$ cat src/rtl/ts4231_cfg_responder.sv
// ts4231_cfg_responder
//
// Emulates the configuration side of a TS4231 light-to-digital converter on
// its two-wire E/D bus. The host frames a transaction with a start condition
// (D falls while E is high), sends one R/W bit and then either writes 16 data
// bits or clocks 16 configuration bits back out of the responder. A stop
// condition (D rises while E is high) ends the frame.
//
// Write frame: start, RW=1, 16 bits MSB first (sampled on E rising), stop.
//   cfg_q is updated and cfg_wr pulses in the cycle the stop is detected.
// Read frame:  start, RW=0, then on each E falling edge the responder drives
//   the next cfg_q bit MSB first; on the E falling edge after bit 15 it
//   releases D and pulses rd_done. The host then issues a stop.
// A stop arriving before a frame is complete, or a start arriving inside a
// frame, aborts it with a frame_err pulse.
//
// Optional feature macro: TS4231_CFG_RESPONDER_READBACK_EN
//   defined   -> read frames drive cfg_q back onto D as described above.
//   undefined -> a read frame is accepted but ignored: d_oe stays 0, rd_done
//                stays 0, and the closing stop returns to IDLE silently.
//
// Parameters
//   CLK_FREQ_HZ  system clock frequency (documentation / bench timing only)
//   CFG_RESET    reset value of the configuration register
//   SYNC_STAGES  synchronizer depth for e_i/d_i, 2..4
//
// Ports
//   clk        in   system clock
//   reset      in   asynchronous, active-high reset
//   e_i        in   E line at the pad (pulled high when undriven)
//   d_i        in   D line at the pad (pulled high when undriven)
//   d_o        out  value driven onto D during read-back
//   d_oe       out  D output enable, 1 = responder drives D
//   cfg_q      out  current 16-bit configuration word
//   cfg_wr     out  one-cycle pulse when a write frame updates cfg_q
//   rd_done    out  one-cycle pulse when a read frame completes
//   frame_err  out  one-cycle pulse when a frame is aborted
//   busy       out  high whenever the FSM is outside IDLE
//   dbg_state  out  raw FSM state for observation
//
// Pad-edge to reaction latency is SYNC_STAGES+1 clk cycles, so every E
// half-period at the pad has to last longer than SYNC_STAGES+2 clk cycles.

module ts4231_cfg_responder #(
    parameter int          CLK_FREQ_HZ = 50_000_000,
    parameter logic [15:0] CFG_RESET   = 16'h0000,
    parameter int          SYNC_STAGES = 2
) (
    input  logic        clk,
    input  logic        reset,
    input  logic        e_i,
    input  logic        d_i,
    output logic        d_o,
    output logic        d_oe,
    output logic [15:0] cfg_q,
    output logic        cfg_wr,
    output logic        rd_done,
    output logic        frame_err,
    output logic        busy,
    output logic [2:0]  dbg_state
);

    if (CLK_FREQ_HZ < 1 || SYNC_STAGES < 2 || SYNC_STAGES > 4) begin : g_param_check
        $error("ts4231_cfg_responder: illegal CLK_FREQ_HZ or SYNC_STAGES");
    end

    typedef enum logic [2:0] {
        S_IDLE      = 3'd0,
        S_RW        = 3'd1,
        S_WDATA     = 3'd2,
        S_RDATA     = 3'd3,
        S_WAIT_STOP = 3'd4
    } state_t;

    // ------------------------------------------------------------------
    // Input synchronizers. Reset to 1 to match the idle (pulled-up) bus so
    // leaving reset never manufactures a start or stop condition.
    // ------------------------------------------------------------------
    logic [SYNC_STAGES-1:0] e_sync;
    logic [SYNC_STAGES-1:0] d_sync;
    logic                   es_d;
    logic                   ds_d;
    logic                   es;
    logic                   ds;

    always_ff @(posedge clk or posedge reset) begin
        if (reset) begin
            e_sync <= '1;
            d_sync <= '1;
            es_d   <= 1'b1;
            ds_d   <= 1'b1;
        end else begin
            e_sync <= {e_sync[SYNC_STAGES-2:0], e_i};
            d_sync <= {d_sync[SYNC_STAGES-2:0], d_i};
            es_d   <= es;
            ds_d   <= ds;
        end
    end

    assign es = e_sync[SYNC_STAGES-1];
    assign ds = d_sync[SYNC_STAGES-1];

    logic es_rise;
    logic es_fall;
    logic start_c;
    logic stop_c;

    assign es_rise = es & ~es_d;
    assign es_fall = ~es & es_d;
    // While we drive D the synchronized D reflects our own data, so bus
    // conditions are only recognised when D is released.
    assign start_c = es & ds_d & ~ds & ~d_oe;
    assign stop_c  = es & ~ds_d & ds & ~d_oe;

    // ------------------------------------------------------------------
    // FSM and datapath registers
    // ------------------------------------------------------------------
    state_t      state, state_n;
    logic [4:0]  cnt, cnt_n;          // bits shifted in / driven out so far
    logic [15:0] shreg, shreg_n;
    logic [15:0] cfg_n;
    logic        is_wr, is_wr_n;      // frame direction latched from RW bit
    logic        d_o_n, d_oe_n;
    logic        cfg_wr_n, rd_done_n, frame_err_n;
    logic        pulse_prev;

    // Guarantees no two status pulses in consecutive cycles, e.g. a
    // repeated start right after a completed read.
    assign pulse_prev = cfg_wr | rd_done | frame_err;

`ifdef TS4231_CFG_RESPONDER_READBACK_EN
    logic [3:0] bit_idx;
    assign bit_idx = 4'd15 - cnt[3:0];
`endif

    always_ff @(posedge clk or posedge reset) begin
        if (reset) begin
            state     <= S_IDLE;
            cnt       <= '0;
            shreg     <= '0;
            cfg_q     <= CFG_RESET;
            is_wr     <= 1'b0;
            d_o       <= 1'b0;
            d_oe      <= 1'b0;
            cfg_wr    <= 1'b0;
            rd_done   <= 1'b0;
            frame_err <= 1'b0;
        end else begin
            state     <= state_n;
            cnt       <= cnt_n;
            shreg     <= shreg_n;
            cfg_q     <= cfg_n;
            is_wr     <= is_wr_n;
            d_o       <= d_o_n;
            d_oe      <= d_oe_n;
            cfg_wr    <= cfg_wr_n;
            rd_done   <= rd_done_n;
            frame_err <= frame_err_n;
        end
    end

    always_comb begin
        state_n     = state;
        cnt_n       = cnt;
        shreg_n     = shreg;
        cfg_n       = cfg_q;
        is_wr_n     = is_wr;
        d_o_n       = d_o;
        d_oe_n      = d_oe;
        cfg_wr_n    = 1'b0;
        rd_done_n   = 1'b0;
        frame_err_n = 1'b0;

        if (start_c && (state != S_IDLE)) begin
            // Repeated start: abandon the current frame and begin a new one.
            frame_err_n = ~pulse_prev;
            state_n     = S_RW;
            cnt_n       = '0;
            shreg_n     = '0;
            d_oe_n      = 1'b0;
            d_o_n       = 1'b0;
        end else begin
            case (state)
                S_IDLE: begin
                    if (start_c) begin
                        state_n = S_RW;
                        cnt_n   = '0;
                        shreg_n = '0;
                    end
                end

                S_RW: begin
                    if (stop_c) begin
                        frame_err_n = ~pulse_prev;
                        state_n     = S_IDLE;
                    end else if (es_rise) begin
                        is_wr_n = ds;
                        if (ds) begin
                            state_n = S_WDATA;
                        end else begin
`ifdef TS4231_CFG_RESPONDER_READBACK_EN
                            state_n = S_RDATA;
`else
                            state_n = S_WAIT_STOP;
`endif
                        end
                    end
                end

                S_WDATA: begin
                    if (stop_c) begin
                        frame_err_n = ~pulse_prev;
                        state_n     = S_IDLE;
                    end else if (es_rise) begin
                        shreg_n = {shreg[14:0], ds};
                        cnt_n   = cnt + 5'd1;
                        if (cnt == 5'd15) begin
                            state_n = S_WAIT_STOP;
                        end
                    end
                end

                S_RDATA: begin
`ifdef TS4231_CFG_RESPONDER_READBACK_EN
                    // A stop can only be seen here before the first bit is
                    // driven (afterwards d_oe masks it); it is still an abort.
                    if (stop_c) begin
                        frame_err_n = ~pulse_prev;
                        state_n     = S_IDLE;
                    end else if (es_fall) begin
                        if (cnt == 5'd16) begin
                            d_oe_n    = 1'b0;
                            d_o_n     = 1'b0;
                            rd_done_n = 1'b1;
                            state_n   = S_WAIT_STOP;
                        end else begin
                            d_oe_n = 1'b1;
                            d_o_n  = cfg_q[bit_idx];
                            cnt_n  = cnt + 5'd1;
                        end
                    end
`else
                    state_n = S_IDLE;
`endif
                end

                S_WAIT_STOP: begin
                    // E edges are ignored here; only the stop matters.
                    if (stop_c) begin
                        if (is_wr) begin
                            cfg_n    = shreg;
                            cfg_wr_n = 1'b1;
                        end
                        state_n = S_IDLE;
                    end
                end

                default: begin
                    state_n = S_IDLE;
                end
            endcase
        end
    end

    assign busy      = (state != S_IDLE);
    assign dbg_state = state;

endmodule

$ cat config.mk
export PLATFORM = sky130hd
export DESIGN_NAME = ts4231_cfg_responder
export DESIGN_NICKNAME = d
export VERILOG_FILES = /design/src/rtl/ts4231_cfg_responder.sv
export SDC_FILE = /design/constraint.sdc
export NUM_CORES = 1
export LEC_CHECK = 0
export ABC_AREA = 1
export BUFFER_PORTS_ARGS = -buffer_cell sky130_fd_sc_hd__clkbuf_2
export CORE_MARGIN = 4
export CORE_UTILIZATION = 56
export DETAILED_ROUTE_END_ITERATION = 8
export PLACE_DENSITY = 0.84
export SETUP_SLACK_MARGIN = 0.02
export SLEW_MARGIN = 20
export SYNTH_ARGS = -nofsm -noshare
export SYNTH_HDL_FRONTEND = slang
export SYNTH_SLANG_ARGS = --single-unit
$ cat constraint.sdc
create_clock -name clk -period 1.9 [get_ports clk]
set_input_delay 0 -clock clk [delete_from_list [all_inputs] [get_ports clk]]
set_output_delay 0 -clock clk [all_outputs]
set_load 0.02 [all_outputs]
==> impl_table.tex, run 1 <==
\begin{tabular}{lr}
\hline
Metric & Value \\
\hline
\multicolumn{2}{l}{\textbf{Clock network}} \\
Root buffer selected by CTS & clkbuf\_8 \\
CTS tree & yes \\
Number of levels the H-tree was split into & 2 \\
Register clock-pin slew on the reported worst setup and hold paths & 0.09 ns \\
Worst-Skew Late Latency & 0.30 ns \\
Number of clock sinks & 49 \\
CTS Buf Count & 5 \\
Max Root-Sink Buffers & 2 \\
\multicolumn{2}{l}{\textbf{Setup path}} \\
Endpoint required time on the critical path & 2.10 ns \\
Signal arrival time at the worst endpoint & 1.88 ns \\
Largest fanout of any net on the critical path & 27 \\
Count of cells along the worst register-to-register path & 8 \\
Flop-to-flop setup slack & 0.21 ns \\
Crit path max-delay family & simple AND/OR/NAND/NOR gates \\
Worst reg2reg path endpoint & cnt[3]\$\_DFFE\_PP0P\_ \\
Cells along the critical path & inv\_1, nand3\_2, nand4\_1, nand3\_2, buf\_6, inv\_2, nand2\_1, nand2\_1 \\
Slowest stage cell on the critical path & dfstp\_2 \\
Worst setup SP type & flip-flop \\
Crit path buf inv count & 3 \\
Kind of end point of the critical path & flip-flop \\
Worst flop-to-flop path startpoint & d\_sync[1]\$\_DFF\_PP1\_ \\
Worst setup path startpoint & d\_sync[1]\$\_DFF\_PP1\_ \\
Crit path kind & flip-flop to flip-flop \\
Max incr delay on CP & 0.59 ns \\
\multicolumn{2}{l}{\textbf{Route}} \\
Total number of vias & 1673 \\
First-pass iteration count of the detailed router & 4 \\
Post-DRT Antenna Nets & 0 \\
Vias per cell & 5.180 \\
Average wire per cell in the routed design & 12.41 um \\
Wirelength, routed & 4008 um \\
Initial drt markers & 73 \\
Final routed DRC violation total & 0 \\
\multicolumn{2}{l}{\textbf{Placement}} \\
I/O Buffers & 25 \\
Post-DP HPWL & 2799 um \\
Area after DPL & 2316 um2 \\
Placer Congestion & 0.9073 \\
\multicolumn{2}{l}{\textbf{Die}} \\
Area of the core & 3689 um2 \\
Initial Utilization & 58.31\% \\
Die extent in x & 69.98 um \\
Placement row count & 22 \\
I/O pin count & 29 \\
Full die area & 4897 um2 \\
Overall die height & 69.98 um \\
\multicolumn{2}{l}{\textbf{Pwr}} \\
Leakage & 1.305 nW \\
Power density relative to cell area & 1081 nW/um2 \\
Worst vdd rail ir drop & 799.5 uV \\
Design Power & 0.002669 W \\
\multicolumn{2}{l}{\textbf{Synth}} \\
Number of synthesis warnings & 0 \\
Count of unique library cells instantiated by Yosys & 23 \\
Post-synthesis instance area & 2151 um2 \\
Mapped Cells & 243 \\
Mean cell area of the mapped netlist & 8.851 um2 \\
Number of synthesized register bits & 49 \\
Sequential element share of the synthesized area & 57.36\% \\
\multicolumn{2}{l}{\textbf{STA}} \\
Max Clk Rate & 592.0 MHz \\
Final hold violation count & 0 \\
Post-route clock period utilization & 88.90\% \\
Slew Viols, Final & 0 \\
Number of endpoints failing setup at the final stage & 0 \\
Worst Tran Pin Value & 0.5304 ns \\
Min cycle time layout & 1.689 ns \\
Setup tns final & 0 ns \\
Clock tree skew after final layout & 0.01005 ns \\
Worst relative slew slack & 64.59\% \\
Unrepaired setup endpoints after global routing & false \\
\multicolumn{2}{l}{\textbf{Outcome}} \\
Status & complete, no violations \\
\multicolumn{2}{l}{\textbf{Layout}} \\
Layout cell share with drive strength beyond 1 & 21.45\% \\
Synthesis-to-finish area growth & 14.83\% \\
Most common cell after layout, fill and taps aside & nand2\_1 \\
Final design instance area without fill & 2470 um2 \\
Post-layout nets & 280 \\
Number of antenna cells inserted & 0 \\
Leading cell types in the layout, fill and taps excluded & nand2\_1, dfrtp\_1, clkbuf\_2, nand3\_1, o21ai\_1 \\
\multicolumn{2}{l}{\textbf{Global routing}} \\
Pin count of the biggest net entering global routing & 28 \\
Remaining global-route overflow & 0 \\
First-pass GRT wire length & 6955 um \\
Via count of the first global-routing pass & 1586 \\
Antenna violations before repair & 0 \\
All-Layer GR Usage & 17.81\% \\
\multicolumn{2}{l}{\textbf{Job}} \\
Maximum capacitance violations & 0 \\
\multicolumn{2}{l}{\textbf{Worst hold path}} \\
Worst hold path class & primary input to asynchronous set/reset pin \\
\hline
\end{tabular}
worst register-to-register path: stages, from the launching register on:
cell	delay [ns]
dfstp_2	0.59
inv_1	0.08
nand3_2	0.19
nand4_1	0.20
nand3_2	0.14
buf_6	0.22
inv_2	0.07
nand2_1	0.06
nand2_1	0.05
state kept, by name, summed over array words and instances (netlist names):
signal	flops
cfg_q	16
shreg	16
cnt	5
dbg_state	3
d_sync	2
e_sync	2
cfg_wr	1
ds_d	1
es_d	1
frame_err	1
is_wr	1
cells by family (layout without fill, tap and decap cells):
| logic type | Yosys count | in the layout | synth area share (%) |
|---|---|---|---|
| buffers and inverters | 27 | 57 | 6.748 |
| adders and majority gates | 2 | 2 | 1.163 |
| and+or+nand+nor | 140 | 140 | 28.56 |
| xor gates and xnor gates | 1 | 1 | 0.4073 |
| AOI/OAI and AO/OA | 23 | 23 | 5.585 |
| DFF | 49 | 49 | 57.36 |
| other | 1 | 3 | 0.1744 |
synth_stat cells:
cell type | n | share of area (%)
or2_2 | 1 | 0.29
o21ai_1 | 18 | 4.2
nor2_1 | 6 | 1.0
nand4_1 | 4 | 1.2
ha_1 | 2 | 1.2
nor3_4 | 1 | 0.76
dfstp_2 | 6 | 7.3
nor2_2 | 1 | 0.29
conb_1 | 1 | 0.17
nand3_1 | 22 | 5.1
xor2_1 | 1 | 0.41
nor3_1 | 2 | 0.47
buf_2 | 5 | 1.2
inv_1 | 10 | 1.7
nand2_1 | 98 | 17
inv_2 | 4 | 0.70
buf_4 | 6 | 2.1
o211a_1 | 1 | 0.47
buf_6 | 2 | 1.0
nand3_2 | 5 | 2.3
dfrtp_1 | 43 | 50
o21ai_0 | 2 | 0.47
a21oi_1 | 2 | 0.47
layout make-up:
type,instances,area [um2]
clock buffer,6,82.58
clock inverter,2,37.54
fill,304,1219
inverter,14,52.55
multi-input combinational,169,779.5
sequential,49,1234
tap,48,60.06
timing repair buffer,35,224.0
through the flow:
step                      instances  util (%)  hold slack [ns]  worst slack (ns)
after global routing            323     66.96           0.3091           0.08065
after global placement          312     62.79          0.05791            0.2636
after CTS                       323     66.86           0.2773            0.1687
final                           323     66.96           0.2592            0.2109
after detailed placement        312     62.79          0.06454            0.1790
after floorplan                 245         -         0.004478            0.4610
what timing repair did:
action	CTS	global route
hold buffers	3	0
gates resized for setup	0	1
setup endpoints to repair	0	1
setup buffers	0	0
endpoints found under the hold margin	21	0
worst max-delay path by stage:
stage                                       end  slack, ns  cells past startpoint
after floorplan           shreg[10]$_DFFE_PP0P_       0.46                      9
after global placement       cnt[0]$_DFFE_PP0P_       0.26                      8
after detailed placement     cnt[3]$_DFFE_PP0P_       0.18                      8
after CTS                    cnt[3]$_DFFE_PP0P_       0.17                      8
after global routing         cnt[4]$_DFFE_PP0P_       0.08                      8
final                        cnt[3]$_DFFE_PP0P_       0.21                      8
layer usage:
metal	GRT usage [%]	vias to the layer above	wire length, um
met2	27.49	55	1864
met1	23.89	775	1855
met5	0	-	0
li1	-	834	-
met3	4.604	9	217
met4	7.447	0	71
power by group:
part,total [W],internal (W),switching [W]
clock,0.000760,0.000428,0.000332
combinational,0.000745,0.000214,0.000530
sequential,0.00116,0.00110,0.0000601
Power figures use the tool's default switching activity.
==> run 2: changes to the inputs <==
--- a/config.mk
+++ b/config.mk
@@ -6,11 +6,11 @@
 export NUM_CORES = 1
 export LEC_CHECK = 0
 export ABC_AREA = 1
-export BUFFER_PORTS_ARGS = -buffer_cell sky130_fd_sc_hd__clkbuf_2
+export BUFFER_PORTS_ARGS = -buffer_cell sky130_fd_sc_hd__buf_2
 export CORE_MARGIN = 4
-export CORE_UTILIZATION = 56
+export CORE_UTILIZATION = 40
 export DETAILED_ROUTE_END_ITERATION = 8
-export PLACE_DENSITY = 0.84
+export PLACE_DENSITY = 0.65
 export SETUP_SLACK_MARGIN = 0.02
 export SLEW_MARGIN = 20
 export SYNTH_ARGS = -nofsm -noshare
==> impl_table.tex, run 2 (synthesis results as in run 1) <==
\begin{tabular}{lr}
\hline
Metric & Value \\
\hline
\multicolumn{2}{l}{\textbf{Outcome}} \\
Status & complete, no violations \\
\multicolumn{2}{l}{\textbf{STA}} \\
Worst Tran Pin Value & 0.8049 ns (+0.2745 ns) \\
Clock tree skew after final layout & 0.01017 ns (+0.0001174 ns) \\
Setup tns final & 0 ns (unchanged) \\
Unrepaired setup endpoints after global routing & false \\
Min cycle time layout & 1.660 ns (-0.02873 ns) \\
Worst relative slew slack & 46.26\% (-18 points) \\
Max Clk Rate & 602.3 MHz (+1.7\%) \\
Final hold violation count & 0 (unchanged) \\
Post-route clock period utilization & 87.39\% (-1.5 points) \\
Slew Viols, Final & 0 (unchanged) \\
Number of endpoints failing setup at the final stage & 0 (unchanged) \\
\multicolumn{2}{l}{\textbf{Clock network}} \\
CTS tree & yes \\
Number of clock sinks & 49 (unchanged) \\
Root buffer selected by CTS & clkbuf\_8 \\
CTS Buf Count & 5 (unchanged) \\
Number of levels the H-tree was split into & 2 (unchanged) \\
Post-cts gate resize count & 0 (unchanged) \\
Register clock-pin slew on the reported worst setup and hold paths & 0.08 ns (about the same) \\
Setup Fix Bufs, Post-CTS & 0 (unchanged) \\
Max Root-Sink Buffers & 2 (unchanged) \\
Worst-Skew Late Latency & 0.30 ns (about the same) \\
\multicolumn{2}{l}{\textbf{Layout}} \\
Final design instance area without fill & 2476 um2 (+0.25\%) \\
Leading cell types in the layout, fill and taps excluded & nand2\_1, dfrtp\_1, buf\_2, nand3\_1, o21ai\_1 \\
Number of filler cells placed in the layout & 509 (+67\%) \\
Layout cell share with drive strength beyond 1 & 21.66\% (+0.21 points) \\
Most common cell after layout, fill and taps aside & nand2\_1 \\
Regs by FF count & cfg\_q: 16 flops, shreg: 16 flops, cnt: 5 flops \\
Post-layout nets & 282 (+0.71\%) \\
Synthesis-to-finish area growth & 15.12\% \\
Register cell area after layout & 1234 um2 (unchanged) \\
Area of the multi-input gates & 779.5 um2 (unchanged) \\
Number of antenna cells inserted & 0 (unchanged) \\
\multicolumn{2}{l}{\textbf{Die}} \\
Full die area & 6615 um2 (+35\%) \\
Die extent in x & 81.33 um (+16\%) \\
Placement row count & 26 (+18\%) \\
I/O pin count & 29 (unchanged) \\
Area of the core & 5172 um2 (+40\%) \\
Initial Utilization & 41.58\% (-17 points) \\
Overall die height & 81.33 um (+16\%) \\
\multicolumn{2}{l}{\textbf{Placement}} \\
Placer Congestion & 0.7953 (-12\%) \\
I/O Buffers & 25 (unchanged) \\
Area after DPL & 2359 um2 (+1.8\%) \\
Post-DP HPWL & 2730 um (-2.5\%) \\
\multicolumn{2}{l}{\textbf{Pwr}} \\
Leakage & 1.313 nW (+0.60\%) \\
Power density relative to cell area & 1025 nW/um2 (-5.2\%) \\
Design Power & 0.002537 W (-4.9\%) \\
Worst vdd rail ir drop & 753.2 uV (-5.8\%) \\
\multicolumn{2}{l}{\textbf{Setup path}} \\
Count of cells along the worst register-to-register path & 8 (unchanged) \\
Worst reg2reg path endpoint & cnt[4]\$\_DFFE\_PP0P\_ \\
Largest fanout of any net on the critical path & 12 (-56\%) \\
Signal arrival time at the worst endpoint & 1.85 ns (-0.03 ns) \\
Max incr delay on CP & 0.59 ns (about the same) \\
Worst flop-to-flop path startpoint & d\_sync[1]\$\_DFF\_PP1\_ \\
Crit path buf inv count & 3 (unchanged) \\
Cells along the critical path & inv\_1, nand3\_2, nand4\_1, nand3\_2, buf\_4, inv\_2, nand2\_1, nand2\_1 \\
Endpoint required time on the critical path & 2.09 ns (about the same) \\
Worst Setup EP & cnt[4]\$\_DFFE\_PP0P\_ \\
Worst setup path startpoint & d\_sync[1]\$\_DFF\_PP1\_ \\
Flop-to-flop setup slack & 0.24 ns (+0.03 ns) \\
Crit path kind & flip-flop to flip-flop \\
Kind of end point of the critical path & flip-flop \\
Slowest stage cell on the critical path & dfstp\_2 \\
Critical Path Stages & 8 (unchanged) \\
Crit path max-delay family & simple AND/OR/NAND/NOR gates \\
Worst setup SP type & flip-flop \\
\multicolumn{2}{l}{\textbf{Global routing}} \\
Antenna violations before repair & 0 (unchanged) \\
Remaining global-route overflow & 0 (unchanged) \\
First-pass GRT wire length & 7348 um (+5.7\%) \\
Pin count of the biggest net entering global routing & 42 (+50\%) \\
All-Layer GR Usage & 14.13\% (-3.7 points) \\
Via count of the first global-routing pass & 1613 (+1.7\%) \\
\multicolumn{2}{l}{\textbf{Route}} \\
Vias per cell & 4.752 (-8.3\%) \\
Post-DRT Antenna Nets & 0 (unchanged) \\
Initial drt markers & 120 (+64\%) \\
First-pass iteration count of the detailed router & 4 (unchanged) \\
Final routed DRC violation total & 0 (unchanged) \\
Total number of vias & 1649 (-1.4\%) \\
Wirelength, routed & 3929 um (-2.0\%) \\
Average wire per cell in the routed design & 11.32 um (-8.8\%) \\
\multicolumn{2}{l}{\textbf{Worst hold path}} \\
Worst hold path class & primary input to flip-flop \\
HP Start & e\_i \\
\multicolumn{2}{l}{\textbf{Job}} \\
Maximum capacitance violations & 0 (unchanged) \\
\hline
\end{tabular}
run 2: timing repair:
item,CTS,global route
endpoints found under the hold margin,35,0
hold buffers,3,0
endpoints found under the setup margin,0,0
run 2: layout make-up:
| cell class | instances | area share, % |
|---|---|---|
| Sequential cell | 49 | 49.82 |
| Multi-Input combinational cell | 169 | 31.48 |
| Timing Repair Buffer | 37 | 9.500 |
| Tap cell | 70 | 3.537 |
| Clock buffer | 6 | 2.931 |
| Inverter | 14 | 2.122 |
| Clock inverter | 2 | 0.6064 |
run 2: worst min-delay path by stage:
stage                     endpoint  slack [ns]  cells after the start
2_1_floorplan  d_sync[0]$_DFF_PP1_       0.004                      0
3_3_place_gp   d_sync[0]$_DFF_PP1_        0.10                      1
3_5_place_dp   e_sync[0]$_DFF_PP1_        0.11                      1
4_1_cts        e_sync[0]$_DFF_PP1_        0.33                      2
5_1_grt        e_sync[0]$_DFF_PP1_        0.36                      2
6_report       e_sync[0]$_DFF_PP1_        0.34                      2
run 2: where the power goes:
group / total (W) / internal, W / switching (W)
clock: 0.000600 / 0.000260 / 0.000340
combinational: 0.000773 / 0.000246 / 0.000528
sequential: 0.00116 / 0.00110 / 0.0000595
total: 0.00254 / 0.00161 / 0.000927
run 2: through the flow:
stage / util, % / worst slack (ns) / hold slack [ns] / std cells
floorplan: - / 0.4610 / 0.004478 / 245
global placement: 45.60 / 0.3493 / 0.1047 / 336
detailed placement: 45.60 / 0.2361 / 0.1065 / 336
CTS: 47.87 / 0.2281 / 0.3330 / 347
global route: 47.87 / 0.05393 / 0.3587 / 347
finish: 47.87 / 0.2396 / 0.3407 / 347
run 2: layer usage:
layer  vias up  GRT usage (%)  part of all wire (%)
met5         -              0                     0
li1        839              -                     -
met3         6          3.326                   5.9
met1       759          19.35                    49
met2        45          22.48                    44
met4         0          3.716                   1.1
